**src/rtl/jogo_faixa_rodadas.sv**
```systemverilog
// Round controller for the distance-range game: drives range limits and measure pulses, scores hits.
// Optional macro JOGO_CONTINUA_APOS_ERRO_EN: a lost round advances to the next round instead of ending the game.
module jogo_faixa_rodadas #(
    parameter int INTERVALO      = 5000000,
    parameter int MAX_TENTATIVAS = 20
) (
    input  logic        clock,
    input  logic        reset,
    input  logic        iniciar,
    input  logic        acertou,
    output logic        medir,
    output logic [11:0] lowerL,
    output logic [11:0] upperL,
    output logic [1:0]  rodada,
    output logic [2:0]  pontos,
    output logic        fim_jogo,
    output logic        ganhou,
    output logic [3:0]  db_estado
);

    localparam int               CNT_W    = $clog2(INTERVALO);
    localparam logic [CNT_W-1:0] CNT_ULT  = CNT_W'(INTERVALO - 1);
    localparam logic [7:0]       TENT_MAX = 8'(MAX_TENTATIVAS);

    typedef enum logic [3:0] {
        INICIAL = 4'd0,
        PREPARA = 4'd1,
        MEDE    = 4'd2,
        AGUARDA = 4'd3,
        ACERTO  = 4'd4,
        ERRO    = 4'd5,
        PROXIMA = 4'd6,
        FIM     = 4'd15
    } estado_t;

    estado_t          r_estado;
    logic [CNT_W-1:0] r_cnt;
    logic [7:0]       r_tent;
    logic [1:0]       r_rodada;
    logic [2:0]       r_pontos;
    logic [11:0]      r_lower;
    logic [11:0]      r_upper;
    logic             r_medir;
    logic             r_fim;
    logic             r_ganhou;

    function automatic logic [11:0] lim_inf(input logic [1:0] idx);
        case (idx)
            2'd0:    lim_inf = 12'h010;
            2'd1:    lim_inf = 12'h030;
            2'd2:    lim_inf = 12'h050;
            default: lim_inf = 12'h015;
        endcase
    endfunction

    function automatic logic [11:0] lim_sup(input logic [1:0] idx);
        case (idx)
            2'd0:    lim_sup = 12'h020;
            2'd1:    lim_sup = 12'h045;
            2'd2:    lim_sup = 12'h060;
            default: lim_sup = 12'h025;
        endcase
    endfunction

    // Outputs are registered alongside the state so they change on the same edge as db_estado.
    always_ff @(posedge clock) begin
        if (reset) begin
            r_estado <= INICIAL;
            r_cnt    <= '0;
            r_tent   <= 8'd0;
            r_rodada <= 2'd0;
            r_pontos <= 3'd0;
            r_lower  <= 12'h000;
            r_upper  <= 12'h000;
            r_medir  <= 1'b0;
            r_fim    <= 1'b0;
            r_ganhou <= 1'b0;
        end else begin
            r_medir <= 1'b0;
            case (r_estado)
                INICIAL: begin
                    if (iniciar) begin
                        r_rodada <= 2'd0;
                        r_pontos <= 3'd0;
                        r_lower  <= lim_inf(2'd0);
                        r_upper  <= lim_sup(2'd0);
                        r_estado <= PREPARA;
                    end
                end
                PREPARA: begin
                    r_cnt    <= '0;
                    r_tent   <= 8'd0;
                    r_medir  <= 1'b1;
                    r_estado <= MEDE;
                end
                MEDE: begin
                    r_tent   <= r_tent + 8'd1;
                    r_cnt    <= '0;
                    r_estado <= AGUARDA;
                end
                AGUARDA: begin
                    // A hit on the timeout cycle still counts: acertou is tested first.
                    if (acertou) begin
                        r_cnt    <= '0;
                        r_estado <= ACERTO;
                    end else if (r_cnt == CNT_ULT) begin
                        r_cnt <= '0;
                        if (r_tent == TENT_MAX) begin
                            r_estado <= ERRO;
                        end else begin
                            r_medir  <= 1'b1;
                            r_estado <= MEDE;
                        end
                    end else begin
                        r_cnt <= r_cnt + CNT_W'(1);
                    end
                end
                ACERTO: begin
                    if (r_pontos != 3'd4)
                        r_pontos <= r_pontos + 3'd1;
                    r_estado <= PROXIMA;
                end
                ERRO: begin
`ifdef JOGO_CONTINUA_APOS_ERRO_EN
                    r_estado <= PROXIMA;
`else
                    r_fim    <= 1'b1;
                    r_ganhou <= 1'b0;
                    r_estado <= FIM;
`endif
                end
                PROXIMA: begin
                    if (r_rodada == 2'd3) begin
                        r_fim    <= 1'b1;
                        r_ganhou <= (r_pontos == 3'd4);
                        r_estado <= FIM;
                    end else begin
                        r_rodada <= r_rodada + 2'd1;
                        r_lower  <= lim_inf(r_rodada + 2'd1);
                        r_upper  <= lim_sup(r_rodada + 2'd1);
                        r_estado <= PREPARA;
                    end
                end
                FIM: begin
                    if (iniciar) begin
                        r_fim    <= 1'b0;
                        r_ganhou <= 1'b0;
                        r_lower  <= 12'h000;
                        r_upper  <= 12'h000;
                        r_estado <= INICIAL;
                    end
                end
                default: begin
                    r_cnt    <= '0;
                    r_tent   <= 8'd0;
                    r_fim    <= 1'b0;
                    r_ganhou <= 1'b0;
                    r_lower  <= 12'h000;
                    r_upper  <= 12'h000;
                    r_estado <= INICIAL;
                end
            endcase
        end
    end

    assign medir     = r_medir;
    assign lowerL    = r_lower;
    assign upperL    = r_upper;
    assign rodada    = r_rodada;
    assign pontos    = r_pontos;
    assign fim_jogo  = r_fim;
    assign ganhou    = r_ganhou;
    assign db_estado = r_estado;

endmodule

```
**config.mk**
```make
export PLATFORM = sky130hd
export DESIGN_NAME = jogo_faixa_rodadas
export DESIGN_NICKNAME = d
export VERILOG_FILES = /design/src/rtl/jogo_faixa_rodadas.sv
export SDC_FILE = /design/constraint.sdc
export NUM_CORES = 1
export LEC_CHECK = 0
export CORE_MARGIN = 3
export CORE_UTILIZATION = 55
export DETAILED_ROUTE_END_ITERATION = 8
export PLACE_DENSITY = 0.87
export SYNTH_ARGS = -nofsm -noshare
export SYNTH_HDL_FRONTEND = slang
export SYNTH_SLANG_ARGS = --single-unit
```
**constraint.sdc**
```tcl
create_clock -name clock -period 2.79 [get_ports clock]
set_clock_uncertainty 0.05 [all_clocks]
set_input_delay 0.279 -clock clock [delete_from_list [all_inputs] [get_ports clock]]
set_output_delay 0.279 -clock clock [all_outputs]
set_load 0.005 [all_outputs]
```
==> flow_summary.json, run 1 <==
{
  "outcome": "completed",
  "seq_power_share": 0.411,
  "dp_hpwl_um": 4380,
  "floorplan.die.height_um": 77.9,
  "cp_top_family": "flip-flops",
  "start_util": 0.586,
  "cp-start-kind": "register",
  "critPathMaxStageDelay_ps": 760,
  "synthCells": 351,
  "drtPass1Iterations": 4,
  "rr_startpoint": "db_estado[2]$_SDFFE_PP0P_",
  "route.vias.total": 2537,
  "drv_slew": 0,
  "min_path_type": "register to register",
  "start_point_of_the_critical_path": "db_estado[2]$_SDFFE_PP0P_",
  "pre_cts_ws_ps": 292,
  "routed_via_density": 5.82,
  "critical_path.endpoint": "r_cnt[16]$_SDFFE_PP0N_",
  "synth_area_per_cell_um2": 8.09,
  "rr_worst_depth": 6,
  "worst-setup-path-type": "register to register",
  "flow.area_growth_from_synthesis_pct": 11.8,
  "ctsHtreeMaxLevel": 2,
  "finalWorstSetupSlack_ps": 424,
  "fin_crit_ps": 2370,
  "power_density_over_the_cells_nw_per_um2": 628,
  "drt_iter0_drc": 179,
  "grt_max_degree": 23,
  "ys.warnings.count": 0,
  "final_min_period_over_clock_period": 0.848,
  "clock_sinks": 50,
  "gp_congestion": 0.887,
  "final_hold_viol_count": 0,
  "slew-limit-headroom": 0.490,
  "dieArea_um2": 6060,
  "chipWidth_um": 77.9,
  "fraction_of_layout_instances_using_a_drive_strength_above_1": 0.0569,
  "drt-wirelength-per-cell_um": 14.0,
  "cts-root-to-sink-buffers": 2,
  "synth_enable_flop_cells": 0,
  "setup_tns_ps": 0,
  "port_buffers": 24,
  "antenna_violating_nets_left": 0,
  "asyncSetResetFlopFracSynth": 0,
  "switching_share": 0.359,
  "grt_antenna_before_repair": 0,
  "worst-endpoint-required_ps": 2910,
  "critical-path-slowest-cell": "sky130_fd_sc_hd__dfxtp_1",
  "skew_pair_late_insertion_delay_ps": 300,
  "fmax_mhz": 423,
  "regToRegSetupSlack_ps": 420,
  "final_util": 0.655,
  "global_route_wire_length_before_repair_um": 10500,
  "power.total_mw": 1.99,
  "max_slew.worst_pin.slew_ps": 758,
  "worst_setup_path_end_kind": "register",
  "critical_path_peak_fanout": 22,
  "grt_use_total": 0.209,
  "critical_path_arrival_ps": 2490,
  "p_clk_frac": 0.255,
  "total_switching_power_uw": 715,
  "core_region_area_um2": 4850,
  "placement_rows": 25,
  "grt_setup_unrepaired": "no",
  "comb_power_share": 0.334,
  "p_int_mw": 1.28,
  "timing.critical_path.buf_inv": 1,
  "drc": 0,
  "critical_path_cell_list": "nand2b_1 > or3_1 > a31oi_1 > buf_4 > o21bai_2 > nor2_1",
  "worstSetupPathDepth": 6,
  "cts.root.buffer_cell": "sky130_fd_sc_hd__clkbuf_8",
  "ys_ff_latch": 50,
  "antenna_cells": 0,
  "static-leakage-power_nw": 1.07,
  "grt_pass1_vias": 2355,
  "numCtsBuffers": 5,
  "nNetsFinal": 381,
  "cts.reportedPaths.clkPinSlew_ps": 90,
  "dominantRegCellSynth": "sky130_fd_sc_hd__dfxtp_1",
  "cts_tree": "built",
  "regToRegEndpoint": "r_cnt[16]$_SDFFE_PP0N_",
  "io_pins": 40,
  "drv.max_cap_violation_count": 0,
  "globalRoute.totalOverflow": 0,
  "final-setup-viol-count": 0,
  "synth-seq-area-share": 0.352,
  "peakVddDrop_uv": 472,
  "totalWireLength_um": 6100,
  "netlist_area_um2": 2840,
  "synth.distinct_cells": 57
}
-- layout by cell type (no fill, tap or decap), types with 6 or more instances in the layout --
cell,instances
sky130_fd_sc_hd__nand4_1,16
sky130_fd_sc_hd__xor2_1,12
sky130_fd_sc_hd__dfxtp_1,49
sky130_fd_sc_hd__ha_1,9
sky130_fd_sc_hd__a31oi_1,8
sky130_fd_sc_hd__inv_1,10
sky130_fd_sc_hd__nor2_1,43
sky130_fd_sc_hd__o21ai_0,14
sky130_fd_sc_hd__conb_1,15
sky130_fd_sc_hd__nand3_1,19
sky130_fd_sc_hd__or3_1,9
sky130_fd_sc_hd__nand2b_1,6
sky130_fd_sc_hd__a21oi_1,21
sky130_fd_sc_hd__xnor2_1,8
sky130_fd_sc_hd__nand2_1,30
sky130_fd_sc_hd__clkdlybuf4s50_1,24
-- power groups by stage --
| stage | clock network (mW) | logic (mW) | registers (mW) |
|---|---|---|---|
| finish | 0.508 | 0.666 | 0.819 |
| global route | 0.547 | 0.743 | 0.826 |
| CTS | 0.522 | 0.658 | 0.816 |
| detailed placement | 0 | 0.656 | 0.832 |
| global placement | 0 | 0.645 | 0.830 |
| floorplan | 0 | 0.507 | 0.798 |
-- how the worst min path moves through the flow --
stage / startpoint / cells after the start / end / slack, ps
2_1_floorplan: lowerL[6]$_SDFFE_PP0P_ / 2 / lowerL[6]$_SDFFE_PP0P_ / 400
3_3_place_gp: upperL[6]$_SDFFE_PP0P_ / 2 / upperL[6]$_SDFFE_PP0P_ / 390
3_5_place_dp: lowerL[5]$_SDFFE_PP0P_ / 2 / lowerL[5]$_SDFFE_PP0P_ / 400
4_1_cts: lowerL[5]$_SDFFE_PP0P_ / 2 / lowerL[5]$_SDFFE_PP0P_ / 410
5_1_grt: lowerL[5]$_SDFFE_PP0P_ / 2 / lowerL[5]$_SDFFE_PP0P_ / 440
6_report: lowerL[5]$_SDFFE_PP0P_ / 2 / lowerL[5]$_SDFFE_PP0P_ / 410
-- cells by family (layout without fill, tap and decap cells) --
logic type	Yosys count	after routing	share of synthesized area
xor+xnor	20	20	0.0617
compound gates	66	66	0.149
simple gates	157	157	0.300
other cells	1	15	0.00132
buf+inv	44	48	0.0819
flops	50	50	0.352
fa+ha+maj	9	9	0.0396
mux	4	4	0.0141
-- area by class of cell --
class / count / area, µm²
sequential: 50 / 1000
tap: 67 / 83.8
fill: 414 / 1670
clock inverter: 2 / 37.5
inverter: 11 / 41.3
multi-input combinational: 271 / 1660
clock buffer: 6 / 72.6
timing repair buffer: 29 / 278
-- flip-flops by register name, summed over array words and instances, names as in the netlist --
name and count:
upperL 3, pontos 3, fim_jogo 1, medir 1, r_cnt 23, r_tent 8, ganhou 1, rodada 2
db_estado 4, lowerL 4
-- through the flow --
step | instances | hold WS [ps] | area, µm²
CTS | 436 | 415 | 3170
finish | 436 | 408 | 3170
detailed placement | 428 | 403 | 3060
global placement | 428 | 392 | 3060
global route | 436 | 437 | 3170
floorplan | 365 | 398 | 2890
-- Yosys cell counts (4+ instances only) --
cell	n	area [µm²]
sky130_fd_sc_hd__a21oi_1	21	105
sky130_fd_sc_hd__a31oi_1	8	50.1
sky130_fd_sc_hd__buf_4	17	128
sky130_fd_sc_hd__clkbuf_1	12	45.0
sky130_fd_sc_hd__dfxtp_1	50	1000
sky130_fd_sc_hd__ha_1	9	113
sky130_fd_sc_hd__inv_1	10	37.5
sky130_fd_sc_hd__mux2i_1	4	40.0
sky130_fd_sc_hd__nand2_1	30	113
sky130_fd_sc_hd__nand2b_1	6	37.5
sky130_fd_sc_hd__nand3_1	19	95.1
sky130_fd_sc_hd__nand4_1	16	100
sky130_fd_sc_hd__nor2_1	43	161
sky130_fd_sc_hd__nor4_1	4	25.0
sky130_fd_sc_hd__o21a_1	4	30.0
sky130_fd_sc_hd__o21ai_0	14	70.1
sky130_fd_sc_hd__or3_1	9	56.3
sky130_fd_sc_hd__xnor2_1	8	70.1
sky130_fd_sc_hd__xor2_1	12	105
-- routing by layer --
layer,vias to the layer above,part of all wire,track usage,wire length [µm]
met5,-,0,0,0
met4,0,0.017,0.0872,101
met3,9,0.038,0.0429,234
met2,59,0.49,0.349,2960
met1,1211,0.46,0.261,2800
li1,1258,-,-,-
-- tightest hold or removal path: stages, from the launching register on --
cell,delay (ps)
sky130_fd_sc_hd__dfxtp_1,310
sky130_fd_sc_hd__nand2_1,50
sky130_fd_sc_hd__a21oi_1,50
-- repair_timing --
action,4_1_cts,5_1_grt
setup endpoints to repair,0,1
buffers inserted,0,0
hold buffers,0,0
gates resized for setup,0,1
Note: power is estimated with default switching activity, not from simulation.
==> run 2, diff against run 1 <==
Settings changed: CORE_UTILIZATION 55 to 49, PLACE_DENSITY 0.87 to 0.83.
Clock period 2.79 ns to 2.1 ns, I/O delays scaled along.
==> run 2 against run 1 <==
- first-iteration DRC count up 15%
- register-to-register slack worse by 340 ps
- flip-flop and latch count unchanged
==> flow_summary.json, run 2 (synthesis results as in run 1) <==
{
  "critPathMaxStageDelay_ps": 540,
  "cts-hold-fix-buffers": 0,
  "start_util": 0.510,
  "place_inst": 461,
  "most_used_cells_in_the_layout_excluding_fill_and_tap_cells": "sky130_fd_sc_hd__dfxtp_1 (49), sky130_fd_sc_hd__nor2_1 (43), sky130_fd_sc_hd__buf_4 (32)",
  "static-leakage-power_nw": 1.22,
  "worstSetupPathDepth": 6,
  "numCtsBuffers": 5,
  "critical_path_cell_list": "or4b_4 > nor4b_4 > a31oi_1 > buf_4 > or2_4 > o31ai_2",
  "ctsHtreeMaxLevel": 2,
  "worst_setup_path_end_kind": "register",
  "routed_via_density": 5.65,
  "cp_top_family": "simple AND/OR/NAND/NOR gates",
  "power_density_over_the_cells_nw_per_um2": 815,
  "final-setup-viol-count": 0,
  "critical_path_peak_fanout": 7,
  "drt-wirelength-per-cell_um": 13.5,
  "setup_tns_ps": 0,
  "final_min_period_over_clock_period": 0.958,
  "grt_pass1_vias": 2455,
  "antenna_cells": 0,
  "cts.root.buffer_cell": "sky130_fd_sc_hd__clkbuf_8",
  "timing.critical_path.buf_inv": 1,
  "placement_rows": 27,
  "slew-limit-headroom": 0.606,
  "rr_worst_depth": 6,
  "cts.reportedPaths.clkPinSlew_ps": 90,
  "max_slew.worst_pin.slew_ps": 576,
  "flow.area_growth_from_synthesis_pct": 20.7,
  "drtPass1Iterations": 5,
  "critical_path_arrival_ps": 2190,
  "globalRoute.totalOverflow": 0,
  "cts_tree": "built",
  "drc": 0,
  "min_path_type": "register to register",
  "route.vias.total": 2648,
  "skew_pair_late_insertion_delay_ps": 300,
  "largest_register": "r_cnt",
  "drt_iter0_drc": 206,
  "grt_use_total": 0.199,
  "floorplan.die.height_um": 82.1,
  "grt_max_degree": 19,
  "largest_registers": "r_cnt (23), r_tent (8)",
  "totalWireLength_um": 6340,
  "dp_hpwl_um": 4670,
  "port_buffers": 24,
  "fmax_mhz": 497,
  "dieArea_um2": 6750,
  "nNetsFinal": 409,
  "peakVddDrop_uv": 561,
  "final_hold_viol_count": 0,
  "final_cell_count_no_fill": 469,
  "pre_cts_ws_ps": 12.5,
  "drv.max_cap_violation_count": 0,
  "regToRegSetupSlack_ps": 90,
  "worst-setup-path-type": "register to register",
  "fin_crit_ps": 2010,
  "grt_antenna_before_repair": 0,
  "clock_sinks": 50,
  "finalWorstSetupSlack_ps": 87.6,
  "critical-path-slowest-cell": "sky130_fd_sc_hd__or4b_4",
  "gp_congestion": 0.877,
  "drv_slew": 0,
  "chipWidth_um": 82.1,
  "cp-start-kind": "register",
  "largest_register_ffs": 23,
  "start_point_of_the_critical_path": "r_cnt[7]$_SDFFE_PP0N_",
  "fraction_of_layout_instances_using_a_drive_strength_above_1": 0.131,
  "mostFrequentLayoutCell": "sky130_fd_sc_hd__dfxtp_1",
  "worst-endpoint-required_ps": 2280,
  "grt_setup_unrepaired": "yes",
  "global_route_wire_length_before_repair_um": 10600,
  "io_pins": 40,
  "rr_startpoint": "r_cnt[7]$_SDFFE_PP0N_",
  "outcome": "completed",
  "core_region_area_um2": 5570,
  "regToRegEndpoint": "db_estado[1]$_SDFFE_PP0P_",
  "critical_path.endpoint": "db_estado[1]$_SDFFE_PP0P_",
  "cts-root-to-sink-buffers": 2,
  "antenna_violating_nets_left": 0
}
run 2: layout make-up:
type                            count  area [µm²]
Timing Repair Buffer               57         500
Clock inverter                      1        30.0
Sequential cell                    50        1000
Inverter                           11        41.3
Clock buffer                        7        76.3
Tap cell                           72        90.1
Multi-Input combinational cell    271        1690
Fill cell                         497        2150
run 2: worst min-delay path by stage:
stage	endpoint	from	cells after the start	slack, ps
detailed placement	lowerL[6]$_SDFFE_PP0P_	lowerL[6]$_SDFFE_PP0P_	2	400
global route	lowerL[5]$_SDFFE_PP0P_	lowerL[5]$_SDFFE_PP0P_	2	440
CTS	lowerL[6]$_SDFFE_PP0P_	lowerL[6]$_SDFFE_PP0P_	2	410
floorplan	db_estado[2]$_SDFFE_PP0P_	iniciar	3	370
finish	lowerL[6]$_SDFFE_PP0P_	lowerL[6]$_SDFFE_PP0P_	2	410
global placement	lowerL[6]$_SDFFE_PP0P_	lowerL[6]$_SDFFE_PP0P_	2	390
run 2: repair_timing:
action,CTS,global route
setup endpoints to repair,1,4
buffers inserted,0,0
pin swaps,0,5
gates resized for setup,1,6
run 2: per-layer routing:
layer	routed length, µm	global-route usage	vias to the layer above	part of all wire
li1	-	-	1313	-
met1	2780	0.249	1238	0.44
met2	3080	0.325	83	0.49
met3	375	0.0499	14	0.059
met4	99	0.0847	0	0.016
met5	0	0	-	0
run 2: power by group:
part | total [mW] | internal (mW) | switching [mW]
sequential | 1.05 | 1.00 | 0.0503
clock | 0.661 | 0.357 | 0.305
combinational | 1.08 | 0.465 | 0.615
total | 2.79 | 1.82 | 0.971
run 2: worst reg2reg max path, cell delays in order (launching register included):
cell and delay (ps):
sky130_fd_sc_hd__dfxtp_2 330, sky130_fd_sc_hd__or4b_4 540, sky130_fd_sc_hd__nor4b_4 240, sky130_fd_sc_hd__a31oi_1 130, sky130_fd_sc_hd__buf_4 180, sky130_fd_sc_hd__or2_4 240
sky130_fd_sc_hd__o31ai_2 220
run 2: metrics by stage:
stage | util | instance area, µm² | total power [mW] | hold WS, ps
CTS | 0.611 | 3410 | 2.77 | 410
finish | 0.615 | 3430 | 2.79 | 410
global placement | 0.591 | 3290 | 2.10 | 393
detailed placement | 0.591 | 3290 | 2.11 | 400
global route | 0.615 | 3430 | 2.96 | 443
floorplan | - | 2890 | 1.73 | 368
==> run 3, diff against run 2 <==
Settings changed: GPL_TIMING_DRIVEN from default to 0.
==> run 3 against run 2 <==
- via count grew 2.4%
- sequential power about the same
- critical path depth did not move
- cell count up 1.5%
- flip-flop and latch count unchanged
- wire length grew 7.6%
- power grew 1.3%
- fmax shrank 3.3%
- non-clock buffer count up 7
- worst hold slack lost 46 ps
- critical path type unchanged
- largest cell class unchanged
==> flow_summary.json, run 3 (synthesis results as in run 1) <==
{
  "critPathMaxStageDelay_ps": 550,
  "nNetsFinal": 416,
  "largest_registers": "r_cnt (23), r_tent (8)",
  "cts.reportedPaths.clkPinSlew_ps": 90,
  "route.vias.total": 2712,
  "setup_tns_ps": 0,
  "floorplan.die.height_um": 82.1,
  "fraction_of_layout_instances_using_a_drive_strength_above_1": 0.163,
  "numCtsBuffers": 5,
  "max_slew.worst_pin.slew_ps": 572,
  "antenna_violating_nets_left": 0,
  "critical_path_arrival_ps": 2220,
  "worst-setup-path-type": "register to register",
  "skew_pair_late_insertion_delay_ps": 310,
  "hold_path.startpoint": "reset",
  "fin_crit_ps": 2080,
  "cp-start-kind": "register",
  "grt_max_degree": 15,
  "routed_via_density": 5.70,
  "min_path_cells": 2,
  "slew-limit-headroom": 0.618,
  "dp_hpwl_um": 4660,
  "worst-endpoint-required_ps": 2240,
  "hold_path_end": "upperL[5]$_SDFFE_PP0P_",
  "critical_path_cell_list": "or4b_4 > nor4b_4 > a31oi_4 > buf_4 > o21ai_2 > o31ai_2",
  "totalWireLength_um": 6820,
  "peakVddDrop_uv": 507,
  "io_pins": 40,
  "largest_register": "r_cnt",
  "final_min_period_over_clock_period": 0.991,
  "rr_startpoint": "r_cnt[7]$_SDFFE_PP0N_",
  "gp_congestion": 0.886,
  "cts_tree": "built",
  "grt_setup_unrepaired": "yes",
  "final_cell_count_no_fill": 476,
  "pre_cts_ws_ps": -284,
  "port_buffers": 23,
  "global_route_wire_length_before_repair_um": 11000,
  "ctsHtreeMaxLevel": 2,
  "placed_instance_area_um2": 3210,
  "flow.area_growth_from_synthesis_pct": 23.1,
  "critical_path_peak_fanout": 10,
  "cts-root-to-sink-buffers": 2,
  "drt_iter0_drc": 179,
  "drv_slew": 0,
  "min_path_type": "input pin to register",
  "cts.root.buffer_cell": "sky130_fd_sc_hd__clkbuf_8",
  "grt_use_total": 0.206,
  "most_used_cells_in_the_layout_excluding_fill_and_tap_cells": "sky130_fd_sc_hd__dfxtp_1 (48), sky130_fd_sc_hd__nor2_1 (42), sky130_fd_sc_hd__nand2_1 (30)",
  "drtPass1Iterations": 5,
  "finalWorstSetupSlack_ps": 19.1,
  "regToRegSetupSlack_ps": 20,
  "hold-worst-slack_ps": 365,
  "worst_setup_path_end_kind": "register",
  "outcome": "completed",
  "fmax_mhz": 481,
  "rr_worst_depth": 6,
  "grt_antenna_before_repair": 0,
  "placement_rows": 27,
  "final_hold_viol_count": 0,
  "drv.max_cap_violation_count": 0,
  "grt_pass1_vias": 2501,
  "drc": 0,
  "place_inst": 460,
  "core_region_area_um2": 5570,
  "drt-wirelength-per-cell_um": 14.3,
  "dieArea_um2": 6750,
  "final-setup-viol-count": 0,
  "mostFrequentLayoutCell": "sky130_fd_sc_hd__dfxtp_1",
  "static-leakage-power_nw": 1.24,
  "chipWidth_um": 82.1,
  "power_density_over_the_cells_nw_per_um2": 809,
  "power.total_mw": 2.83,
  "critical-path-slowest-cell": "sky130_fd_sc_hd__or4b_4",
  "regToRegEndpoint": "db_estado[1]$_SDFFE_PP0P_",
  "largest_register_ffs": 23,
  "antenna_cells": 0,
  "start_util": 0.510,
  "final_cell_area_um2": 3500,
  "final_util": 0.627,
  "clock_sinks": 50,
  "globalRoute.totalOverflow": 0
}
-- run 3: cell types whose count changed in the layout (fill, tap and decap cells not counted), sizes merged --
| cell | change |
|---|---|
| clkinv | -1 |
| clkbuf | +12 |
| clkinvlp | +1 |
| clkdlybuf4s50 | -1 |
| buf | -3 |
| bufinv | -1 |
-- run 3: worst max path at each step --
stage | start | to | slack [ps]
6_report | r_cnt[7]$_SDFFE_PP0N_ | db_estado[1]$_SDFFE_PP0P_ | 20
5_1_grt | r_cnt[0]$_SDFFE_PP0N_ | r_cnt[22]$_SDFFE_PP0N_ | -60
4_1_cts | db_estado[1]$_SDFFE_PP0P_ | r_cnt[13]$_SDFFE_PP0N_ | 0.5
3_5_place_dp | db_estado[1]$_SDFFE_PP0P_ | r_cnt[13]$_SDFFE_PP0N_ | -280
3_3_place_gp | db_estado[1]$_SDFFE_PP0P_ | r_cnt[20]$_SDFFE_PP0N_ | -240
2_1_floorplan | r_cnt[7]$_SDFFE_PP0N_ | db_estado[0]$_SDFFE_PP0P_ | 130
-- run 3: routing by layer --
metal,share of wire,GRT usage
met1,0.42,0.258
met4,0.023,0.0797
met5,0,0
met2,0.51,0.349
met3,0.053,0.0412
-- run 3: area by class of cell --
| type | count | area (µm²) |
|---|---|---|
| fill | 485 | 2080 |
| multi-input combinational | 271 | 1750 |
| sequential | 50 | 1000 |
| timing repair buffer | 32 | 298 |
| buffer | 32 | 205 |
| clock buffer | 8 | 110 |
| tap | 72 | 90.1 |
| inverter | 11 | 45.0 |
-- run 3: report_power, final --
part           leakage (nW)  switching [mW]  total [mW]  internal (mW)
clock network        0.0575           0.318       0.651          0.333
logic                 0.776           0.685        1.14          0.456
registers             0.405          0.0370        1.04           1.00
-- run 3: what timing repair did --
| item | 4_1_cts | 5_1_grt |
|---|---|---|
| pin swaps | 5 | 6 |
| resized for setup | 9 | 28 |
| setup endpoints to repair | 33 | 40 |
| buffers inserted | 5 | 4 |
| hold buffers | 0 | 0 |
-- run 3: critical path, delay by kind of cell (launching register included) --
family / cells / cell delay, ps
DFF: 1 / 350
and+or+nand+nor: 2 / 890
buffers and inverters: 1 / 210
AOI/OAI and AO/OA: 3 / 460
==> RTL edit 1: new RTL, config.mk and constraints of run 2 <==
Add a define of `JOGO_CONTINUA_APOS_ERRO_EN`.
--- a/src/rtl/jogo_faixa_rodadas.sv
+++ b/src/rtl/jogo_faixa_rodadas.sv
@@ -2,2 +2,4 @@
 // Optional macro JOGO_CONTINUA_APOS_ERRO_EN: a lost round advances to the next round instead of ending the game.
+`define JOGO_CONTINUA_APOS_ERRO_EN
+
 module jogo_faixa_rodadas #(
Formal check against the unedited RTL: same outputs for any inputs over 10 cycles, from zero or initial values and one cycle with reset high; that may be too few to reach the edited logic, so the function may still have changed.
==> RTL edit 1 against run 2 <==
Sequential cell count unchanged; non-clock buffer count down 6; routed wire length up 8.3%; worst setup slack worse by 0.019 ns; via count up 1.8%; final area up 0.69%; area after synthesis up 2.4%; maximum frequency down 0.95%; die area up 2.2%; critical endpoint is now r_cnt[1]$_SDFFE_PP0N_.
Power is not compared: it rests on default switching activity, and its combinational part moved more than twofold at a synthesized area within 25%.
==> RTL edit 1: results (changes against run 2) <==
| Metric | Value |
|---|---|
| Place WS | 0.0525 ns (+0.0401 ns) |
| Status | finished clean |
| Fraction of area in multi-input gates | 0.509 (+0.0169) |
| Worst-Margin Slew | 0.580 ns (+0.00335 ns) |
| Worst Hold Launch | fim_jogo$_SDFFE_PP0P_ |
| Minimum clock period | 2.03 ns (+0.0193 ns) |
| Multi-input gates | 277 (+2.2%) |
| Fraction of layout cells with a size suffix above 1 | 0.158 (+0.0273) |
| Non-clock buffers | 51 (-11%) |
| Met1 usage | 0.275 (+0.0258) |
| Internal reg-to-reg setup slack | 0.07 ns (-0.02 ns) |
| Final wirelength | 6860 um (+8.3%) |
| Gpl congestion | 0.912 (+3.9%) |
| Sequential area share after synthesis | 0.344 (-0.00834) |
| Fraction of area in registers | 0.291 (-0.00165) |
| ClkCell Share | 0.0326 (+0.00160) |
| Multi-input logic area | 1760 um^2 (+4.2%) |
| DP Wirelength | 5090 um (+9.1%) |
| Largest net degree at the start of global routing | 23 (+4) |
| Initial DRC count | 241 (+17%) |
| Synth top area cells | dfxtp_1 34%, a21oi_1 4.6%, nand2_1 4.6%, buf_4 4.4%, ha_1 4.3% |
| First-pass GRT wire length | 11700 um (+10%) |
| Metal3 WL | 433 um (+15%) |
| Grt met3 use | 0.0377 (-0.0122) |
| CP Capture Point | r_cnt[1]$_SDFFE_PP0N_ |
| Met2 Use GR | 0.324 (-0.000373) |
| Core Util, Final | 0.612 (-0.00315) |
| Total Power | 2.09 mW |
| Nets | 411 (+0.49%) |
| Slowest stage delay, CP | 0.51 ns (-0.03 ns) |
| Routed WL per cell | 14.6 um (+8.0%) |
| Met2 WL | 3210 um (+4.1%) |
| Seq Cell Count | 50 (unchanged) |
| Worst path top cell family by delay | compound AO/OA/AOI/OAI gates |
| Non-clk invs | 12 (+1) |
| Adder-cell share of the synthesized area | 0.0430 (+0.00336) |
| Commonest cells post-synth | 50 x dfxtp_1, 36 x nand2_1, 30 x nor2_1, 27 x a21oi_1, 17 x buf_4 |
==> RTL edit 1: changes by cell type after synthesis, sizes merged, moves of 5 or more <==
cell   change
nor2      -13
xor2       -8
nor4       +7
a21oi      +6
nand2      +6
xnor2      +6
nor3       +5
or3        -5
==> RTL edit 1: worst min-delay path by stage <==
stage / slack (ns) / end / depth (start not counted)
2_1_floorplan: 0.36 / db_estado[0]$_SDFFE_PP0P_ / 2
3_3_place_gp: 0.40 / fim_jogo$_SDFFE_PP0P_ / 2
3_5_place_dp: 0.40 / fim_jogo$_SDFFE_PP0P_ / 2
4_1_cts: 0.42 / fim_jogo$_SDFFE_PP0P_ / 2
5_1_grt: 0.45 / lowerL[4]$_SDFFE_PP0P_ / 2
6_report: 0.42 / fim_jogo$_SDFFE_PP0P_ / 2
==> RTL edit 1: repair_timing <==
item                                    CTS  global route
gates resized for setup                   0            11
endpoints found under the setup margin    0            15
buffers inserted                          0             1
==> RTL edit 2: new RTL, settings of run 2 <==
Without the edit above. Register the inputs `iniciar` and `acertou` before use, with the module's reset. The logic sees them one clock later. Comments in the files are not updated.
--- a/src/rtl/jogo_faixa_rodadas.sv
+++ b/src/rtl/jogo_faixa_rodadas.sv
@@ -34,2 +34,15 @@
     } estado_t;
+
+    logic iniciar_q;
+    logic acertou_q;
+
+    always_ff @(posedge clock) begin
+        if (reset) begin
+            iniciar_q <= '0;
+            acertou_q <= '0;
+        end else begin
+            iniciar_q <= iniciar;
+            acertou_q <= acertou;
+        end
+    end
 
@@ -81,3 +94,3 @@
                 INICIAL: begin
-                    if (iniciar) begin
+                    if (iniciar_q) begin
                         r_rodada <= 2'd0;
@@ -102,3 +115,3 @@
                     // A hit on the timeout cycle still counts: acertou is tested first.
-                    if (acertou) begin
+                    if (acertou_q) begin
                         r_cnt    <= '0;
@@ -144,3 +157,3 @@
                 FIM: begin
-                    if (iniciar) begin
+                    if (iniciar_q) begin
                         r_fim    <= 1'b0;
Formal check against the unedited RTL: not equivalent (Yosys sat finds a counterexample within 4 cycles, from zero or initial values and one cycle with reset high).
==> RTL edit 2 against run 2 <==
Power down 0.68%; area after synthesis up 6.2%; worst setup slack worse by 0.056 ns; final area up 2.3%; non-clock buffer count down 6; routed wire length up 8.3%; sequential cell count up 2; largest cell class unchanged; largest power group unchanged.
==> RTL edit 2: results (changes against run 2) <==
| Metric | Value |
|---|---|
| Syn Inst Count | 363 (+3.4%) |
| Worst Hold Launch | iniciar |
| Final wirelength | 6870 um (+8.3%) |
| Slowest-stage cell, CP | dfxtp_1 |
| Placement Cell Area | 3380 um^2 (+2.8%) |
| DP Wirelength | 4850 um (+3.8%) |
| Worst path arrival time | 2.24 ns (+0.05 ns) |
| First-pass GRT wire length | 11300 um (+6.3%) |
| Worst-Margin Slew | 0.612 ns (+0.0354 ns) |
| Status | finished clean |
| Worst Hold Path EP | iniciar_q$_SDFF_PP0_ |
| Cells after DPL | 463 (+0.43%) |
| Leak | 1.23 nW (+0.61%) |
| EDFF count, synth | 0 (unchanged) |
| Commonest cells post-synth | 52 x dfxtp_1, 31 x nor2_1, 27 x a21oi_1, 22 x nand2_1, 17 x buf_4 |
| Nets | 413 (+0.98%) |
| Slowest stage delay, CP | 0.38 ns (-0.16 ns) |
| Worst VDD drop | 0.605 mV (+7.8%) |
| Fraction of layout cells with a size suffix above 1 | 0.130 (-0.000982) |
| Reg-to-reg endpoint | r_cnt[20]$_SDFFE_PP0N_ |
| Largest net degree at the start of global routing | 40 (+21) |
| Final Instance Area | 3510 um^2 (+2.3%) |
| GRT Overall Usage | 0.187 (-0.0118) |
| Internal reg-to-reg setup slack | 0.03 ns (-0.06 ns) |
| Unique masters post-synth | 59 (+3.5%) |
| Sequential area share after synthesis | 0.345 (-0.00719) |
| Min Hold Slack | 0.413 ns (+0.00243 ns) |
| Place WS | 0.0107 ns (-0.00176 ns) |
| DR vias/cell | 5.85 (+3.7%) |
| Non-Filler Instances | 472 (+0.64%) |
| Synth top area cells | dfxtp_1 35%, a21oi_1 4.5%, buf_4 4.2%, nor2_1 3.9%, ha_1 3.7% |
| Reg2reg start | r_cnt[1]$_SDFFE_PP0N_ |
| R2R depth | 7 (+1) |
-- RTL edit 2: routing by layer --
metal	part of all wire	track usage	vias to the layer above	routed length (um)
li1	-	-	1336	-
met1	0.45	0.246	1302	3100
met2	0.47	0.301	108	3260
met3	0.056	0.0373	17	387
met4	0.017	0.0777	0	119
met5	0	0	-	0
-- RTL edit 2: cell type report --
type | count | area [um^2]
fillers | 506 | 2240
multi-input cells | 277 | 1790
flip-flops and latches | 52 | 1040
repair buffers | 51 | 455
well taps | 72 | 90.1
clock buffers | 6 | 72.6
inverters | 13 | 48.8
clock inverters | 1 | 5.00
-- RTL edit 2: worst max-delay path by stage --
stage	slack [ns]	depth (start not counted)	start	end
after floorplan	0.17	6	r_cnt[12]$_SDFFE_PP0N_	r_cnt[11]$_SDFFE_PP0N_
after global placement	0.09	5	r_cnt[13]$_SDFFE_PP0N_	r_cnt[16]$_SDFFE_PP0N_
after detailed placement	0.01	5	db_estado[0]$_SDFFE_PP0P_	r_cnt[5]$_SDFFE_PP0N_
after CTS	0.04	5	r_cnt[13]$_SDFFE_PP0N_	r_cnt[16]$_SDFFE_PP0N_
after global routing	-0.02	7	r_cnt[1]$_SDFFE_PP0N_	r_cnt[20]$_SDFFE_PP0N_
final	0.03	7	r_cnt[1]$_SDFFE_PP0N_	r_cnt[20]$_SDFFE_PP0N_
-- RTL edit 2: cells by family after synthesis --
family | count (synthesis) | synth area share
simple gates | 156 | 0.301
compound gates | 74 | 0.157
flops | 52 | 0.345
buf+inv | 49 | 0.0900
xor+xnor | 13 | 0.0378
fa+ha+maj | 9 | 0.0373
mux | 9 | 0.0303
other cells | 1 | 0.00124
-- RTL edit 2: power by group --
group	internal (mW)	switching (mW)
registers	1.05	0.0595
clock network	0.228	0.312
logic	0.500	0.628
